`src/rtl/vector_lane_seq_alu.sv`:
```
// vector_lane_seq_alu: sequential 5-lane vector ALU, one lane per cycle, start/done handshake
module vector_lane_seq_alu #(
   parameter int WIDTH = 32,
   parameter int LANES = 5
) (
   input  logic                   clk,
   input  logic                   reset,
   input  logic                   start,
   input  logic [2:0]             vector_size,
   input  logic [2:0]             op,
   input  logic [3:0]             wa,
   input  logic [LANES*WIDTH-1:0] a_vec,
   input  logic [LANES*WIDTH-1:0] b_vec,
   output logic [LANES*WIDTH-1:0] y_vec,
   output logic [2:0]             wb_size,
   output logic [3:0]             wb_wa,
   output logic                   wb_en,
   output logic                   busy,
   output logic                   done
);
   localparam logic [1:0] IDLE = 2'd0, EXEC = 2'd1, FIN = 2'd2;
   localparam logic [2:0] MAX_SIZE = 3'(LANES);

   logic [1:0] state;
   logic [2:0] cnt, op_q, clamp;
   logic [LANES-1:0][WIDTH-1:0] a_q, b_q, y_q;
   logic [WIDTH-1:0] la, lb, res;

   assign clamp = vector_size > MAX_SIZE ? MAX_SIZE : vector_size;
   assign la = a_q[cnt];
   assign lb = b_q[cnt];
   assign y_vec = y_q;
   assign busy = state != IDLE;
   assign done = state == FIN;
   assign wb_en = done && wb_size != 3'd0;

   always_comb begin
      case (op_q)
         3'b000:  res = la + lb;
         3'b001:  res = la - lb;
         3'b010:  res = la * lb;
         3'b011:  res = la & lb;
         3'b100:  res = la | lb;
         3'b101:  res = la ^ lb;
         3'b110:  res = $signed(la) > $signed(lb) ? la : lb;
         default: res = $signed(la) < $signed(lb) ? la : lb;
      endcase
   end

   always_ff @(posedge clk or posedge reset) begin
      if (reset) begin
         state   <= IDLE;
         cnt     <= '0;
         op_q    <= '0;
         a_q     <= '0;
         b_q     <= '0;
         y_q     <= '0;
         wb_size <= '0;
         wb_wa   <= '0;
      end else begin
         case (state)
            IDLE: if (start) begin
               a_q     <= a_vec;
               b_q     <= b_vec;
               op_q    <= op;
               wb_wa   <= wa;
               wb_size <= clamp;
               y_q     <= '0;
               cnt     <= '0;
               state   <= clamp != 3'd0 ? EXEC : FIN;
            end
            EXEC: begin
               y_q[cnt] <= res;
               cnt      <= cnt + 3'd1;
               if (cnt == wb_size - 3'd1) state <= FIN;
            end
            default: state <= IDLE;
         endcase
      end
   end
endmodule

```
`config.mk`:
```
export PLATFORM = sky130hd
export DESIGN_NAME = vector_lane_seq_alu
export DESIGN_NICKNAME = d
export VERILOG_FILES = /design/src/rtl/vector_lane_seq_alu.sv
export SDC_FILE = /design/constraint.sdc
export NUM_CORES = 2
export LEC_CHECK = 0
export ABC_AREA = 1
export CAP_MARGIN = 20
export CORE_MARGIN = 5
export CORE_UTILIZATION = 30
export DETAILED_ROUTE_END_ITERATION = 8
export GPL_TIMING_DRIVEN = 0
export PLACE_DENSITY = 0.52
export SLEW_MARGIN = 20
export SYNTH_ARGS = -nofsm -noshare
export SYNTH_HDL_FRONTEND = slang
export SYNTH_SLANG_ARGS = --single-unit
```
`constraint.sdc`:
```
create_clock -name clk -period 26.2 [get_ports clk]
set_input_delay 6.55 -clock clk [delete_from_list [all_inputs] [get_ports clk]]
set_output_delay 6.55 -clock clk [all_outputs]
set_load 0.005 [all_outputs]
```
Word level (Yosys, flattened, before mapping)

Cells that the tools add are included.

$add $sub $neg: 4
Multiply operators: 1
Order comparisons: 5
Equality and inequality tests: 11
Muxes and demuxes: 19
Bitwise gates (word level): 3
Reduce and logical (&&, ||, !) cells: 11

Operators with widths:

| cell                                                                          | number |
|---|---|
| 160-bit case mux with 2 select lines                                          | 1 |
| 32-bit case mux with 7 select lines                                           | 1 |
| 32-bit binary-select mux with 3-bit select                                    | 2 |
| 160-bit bitwise mux                                                           | 1 |
| 160-bit two-way mux                                                           | 1 |
| 32-bit two-way mux                                                            | 5 |
| 32-bit demux with 3-bit select                                                | 1 |
| 32-bit adder                                                                  | 1 |
| 32-bit AND                                                                    | 1 |
| 32-bit greater-than comparator                                                | 1 |
| 32-bit less-than comparator                                                   | 1 |
| 32-bit by 32-bit multiplier with 32-bit output                                | 1 |
| 32-bit bitwise OR                                                             | 1 |
| 32-bit subtractor                                                             | 1 |
| 32-bit XOR                                                                    | 1 |
| 3-bit equality test (second input constant)                                   | 3 |
| 3-bit by 2-bit equality test with 1-bit output (second input constant)        | 2 |
| 2-bit two-way mux                                                             | 3 |
| 3-bit two-way mux                                                             | 2 |
| 3-bit case mux with 2 select lines                                            | 1 |
| 2-bit AND reduction                                                           | 3 |
| 3-bit nonzero test                                                            | 2 |
| 3-bit by 4-bit less-than comparator with 1-bit output (second input constant) | 1 |
| 2-bit inequality test (second input constant)                                 | 2 |
| other kinds (13)                                                              | 15 |

Bits in registers: 495
Input port bits: 333
Output and inout bits: 170
Word-level logic and storage cells: 74

Logic depth before layout (Yosys ltp)

Word-level depth: 7
Depth in mapped cells: 44

Worst setup path after synthesis

OpenSTA, ideal clock, no wires.

Path kind: register -> register
From: register cnt[1]
To: register y_q (netlist bit y_vec[155])
Arrival: 7734 ps
Required time: 26117 ps
Path slack: 18383 ps
Cell stages (with the launch flop): 38
Period minus slack after synthesis: 7817 ps
Cell sequence: dfrtp_1 -> buf_6 -> nor2_4 -> nand2_2 -> inv_2 -> buf_2 -> nand2_1 -> nand2_1 -> clkbuf_1 -> clkinv_1 -> nor2_1 -> fa_1 -> inv_1 -> fa_1 -> fa_1 -> fa_1 -> inv_1 -> fa_1 -> [2 not listed] -> inv_1 -> fa_1 -> fa_1 -> ha_1 -> a21oi_1 -> inv_1 -> a21oi_1 -> inv_1 -> a31oi_1 -> inv_1 -> a21oi_1 -> o21ai_0 -> a21o_1 -> a21oi_1 -> o21ai_0 -> nand4_1 -> nand2_1 -> o21ai_0

Longest elaborated chain between the ends: 7
Elaborated cells between the ends (all ways): 22
Those cells by class: 2 x add/sub; 1 x mul; 4 x order compare; 11 x mux; 3 x bitwise; 1 x reduce/logical

RTL lines:

| what                                                                                   | line | source |
|---|---|---|
| from (decl)                                                                            | 25   | `logic [2:0] cnt, op_q, clamp;` |
| from (signal assigned)                                                                 | 74   | `cnt <= cnt + 3'd1;` |
| branches (longest 5 deep; another with 32-bit by 32-bit multiplier with 32-bit output) | n/a  |  |
| 160-bit bitwise mux (*)                                                                | 73   | `y_q[cnt] <= res;` |
| 160-bit case mux with 2 select lines (*)                                               | 61   | `case (state)` |
| to (signal, indexed assignment)                                                        | 73   |  |
| to (decl)                                                                              | 26   | `logic [LANES-1:0][WIDTH-1:0] a_q, b_q, y_q;` |

Mark *: on every way between the ends. The select of a mux whose other input is x is not followed.
A chain may end at the register's enable or synchronous reset.

Worst setup path after layout

From: register cnt[1]
To: register y_q (netlist bit y_vec[123])

The elaborated chain is that of the path after synthesis.

==> metrics.cfg <==
[run_status]
status=complete, no violations

[timing]
setup_violations=0
worst_slew_pin_slew_ps=1240
fmax_mhz=84.2
rsz0062_at_grt=false
relSlewSlack_pct=17.1
fin_setup_tns_ps=0
skew_ps=22.3
period_needed_ps=11870
hold_viol_final=0
finalCritPeriodShare_pct=45.3
slew_violations=0

[critical_path]
cpPeakStageDelay_ps=800
worstPathArrival_ps=12380
cp_max_fo=11
crit_required_ps=26710
r2r_end=y_vec[123]
crit_top_cell=fa_1
start_kind=flip-flop
r2r_start=cnt[1]
r2r.worst_path.cells=36
ff2ff_setup_slack_ps=14330
cp_slowest_cell=clkbuf_1
end_kind=flip-flop
path_class=reg2reg

[synthesis]
synth.area.top_cells=dfrtp_1 29%, fa_1 19%, nand2_1 17%
syn_nets=6636
synth.distinct_cells=56
synthTopCellsByCount=1889 x nand2_1, 691 x inv_1, 528 x nor2_1
async_reset_ff_share_pct=100
ys_ff_latch=495
yosys.area.top_type_share_pct=28.9
yosysWarnings=0
synth_edf_count=0
synthMostInstantiatedCell=nand2_1
syn_avg_cell_area_um2=7.55
synth_area_leader_cell=dfrtp_1
syn_inst=5671
syn_area_mm2=0.0428
dominantRegCellSynth=dfrtp_1
seq_area_frac_synth_pct=28.9

[clocking]
numCtsBuffers=57
htreeDepth=2
cts_tree=done
cts.path.max_buffers=3
path_clk_slew_ps=60
cts_setup_buffers=0
ctsResizeCount=0
hold_buffers=0
root_buffer=clkbuf_16
clock_sinks=495
clock_latency_ps=660

[floorplan]
die_h_um=388
rows=138
dieWidth_um=388
start_util_pct=30.2
die_area_mm2=0.150
pin_count=503
coreArea_mm2=0.142

[final_layout]
multiInputGateArea_mm2=0.0265
n_fill_cell=15125
regArea_mm2=0.0124
design_area_mm2=0.0524
drive_above_1_share_pct=4.28
areaGrowthSynthToFinish_pct=22.5
nets=7206

[worst_hold_path]
worstHoldEndpoint=a_q[84]
worstHoldStart=a_q[84]
hp-class=reg2reg
hold_depth=2

[route]
antenna_left=0
drc_errors=0
first_pass_iters=7
num_vias=42480
drt_wl_total_um=219000
wl_per_cell_um=26.7
vias_per_cell=5.19
drt_iter0_markers=4758

[placement]
place.gp.congestion=1.02
io_buffers=502
dpl_cell_area_mm2=0.0504
hpwlAfterDp_um=176000

[grt]
antenna_found_initial=8
grt_usage_pct=28.3
grt_pass1_vias=42440
grt.overflow.total=0
grt_pass1_wl_um=309000
grt_max_degree=103

[job]
maxCapViolCount=0

==> state kept, by name, summed over array words and instances, names as in the netlist <==
| signal | count |
|---|---|
| a_q | 160 |
| state | 2 |
| wb_size | 3 |
| b_q | 160 |
| cnt | 3 |
| wb_wa | 4 |
| y_vec | 160 |
| op_q | 3 |
==> cells in the final DEF, fill, tap and decap left out, drive strengths merged, types with 22 or more instances in the layout <==
master	instances
nand2	1903
inv	716
nor2	549
clkdlybuf4s50	502
dfrtp	495
fa	410
o21ai	374
clkbuf	277
nand3	247
ha	222
a21oi	185
buf	86
o211ai	45
nand4	43
o22ai	27
clkinv	25
nor3	22
==> stage by stage <==
| step | instances | utilization (%) | hold slack (ps) | setup WS [ps] |
|---|---|---|---|---|
| global route | 8180 | 37.0 | 498 | 14200 |
| CTS | 8179 | 37.0 | 482 | 14660 |
| global placement | 8063 | 35.4 | 462 | -1270 |
| finish | 8183 | 37.0 | 478 | 14330 |
| floorplan | 5671 | - | 449 | 5830 |
| detailed placement | 8072 | 35.6 | 466 | 14670 |
==> metal layers <==
layer | up-vias | GRT usage (%) | part of all wire [%]
met5 | - | 0 | 0.016
met4 | 4 | 14.7 | 6.4
met3 | 558 | 6.44 | 8.7
met2 | 2155 | 46.0 | 46
met1 | 20965 | 35.2 | 39
li1 | 18798 | - | -
==> final cells by class <==
type                       instances  area share, %
timing repair buffer             511           9.94
clock inverter                    28          0.701
tap                             1890           4.51
buffer                           275           2.28
multi-input combinational       4178           50.6
inverter                         723           5.20
clock buffer                      79           3.11
antenna                            4         0.0191
sequential                       495           23.6
==> how the worst max path moves through the flow <==
stage,from,to
detailed placement,cnt[1],y_vec[123]
CTS,cnt[1],y_vec[123]
global placement,reset,y_vec[69]
finish,cnt[1],y_vec[123]
floorplan,reset,a_q[0]
global route,cnt[1],y_vec[123]
==> logic make-up (layout without fill, tap and decap cells) <==
kind of cell | after synthesis | after routing | share of synthesized area, %
simple gates | 2802 | 2802 | 26.3
buf+inv | 998 | 1616 | 9.09
compound gates | 716 | 716 | 9.40
fa+ha+maj | 632 | 632 | 25.7
flops | 495 | 495 | 28.9
xor+xnor | 28 | 28 | 0.617
other cells | 0 | 4 | 0
==> worst max-delay path, delay by kind of cell (launching register included) <==
family	cells	cell delay, ps
adders and majority gates	9	4350
buffers and inverters	12	2980
and+or+nand+nor	7	1860
DFF	1	390
AOI/OAI and AO/OA	8	2060
Power is not shown: default switching activity piles up to over one toggle a cycle in this logic, so the estimate is an artifact.
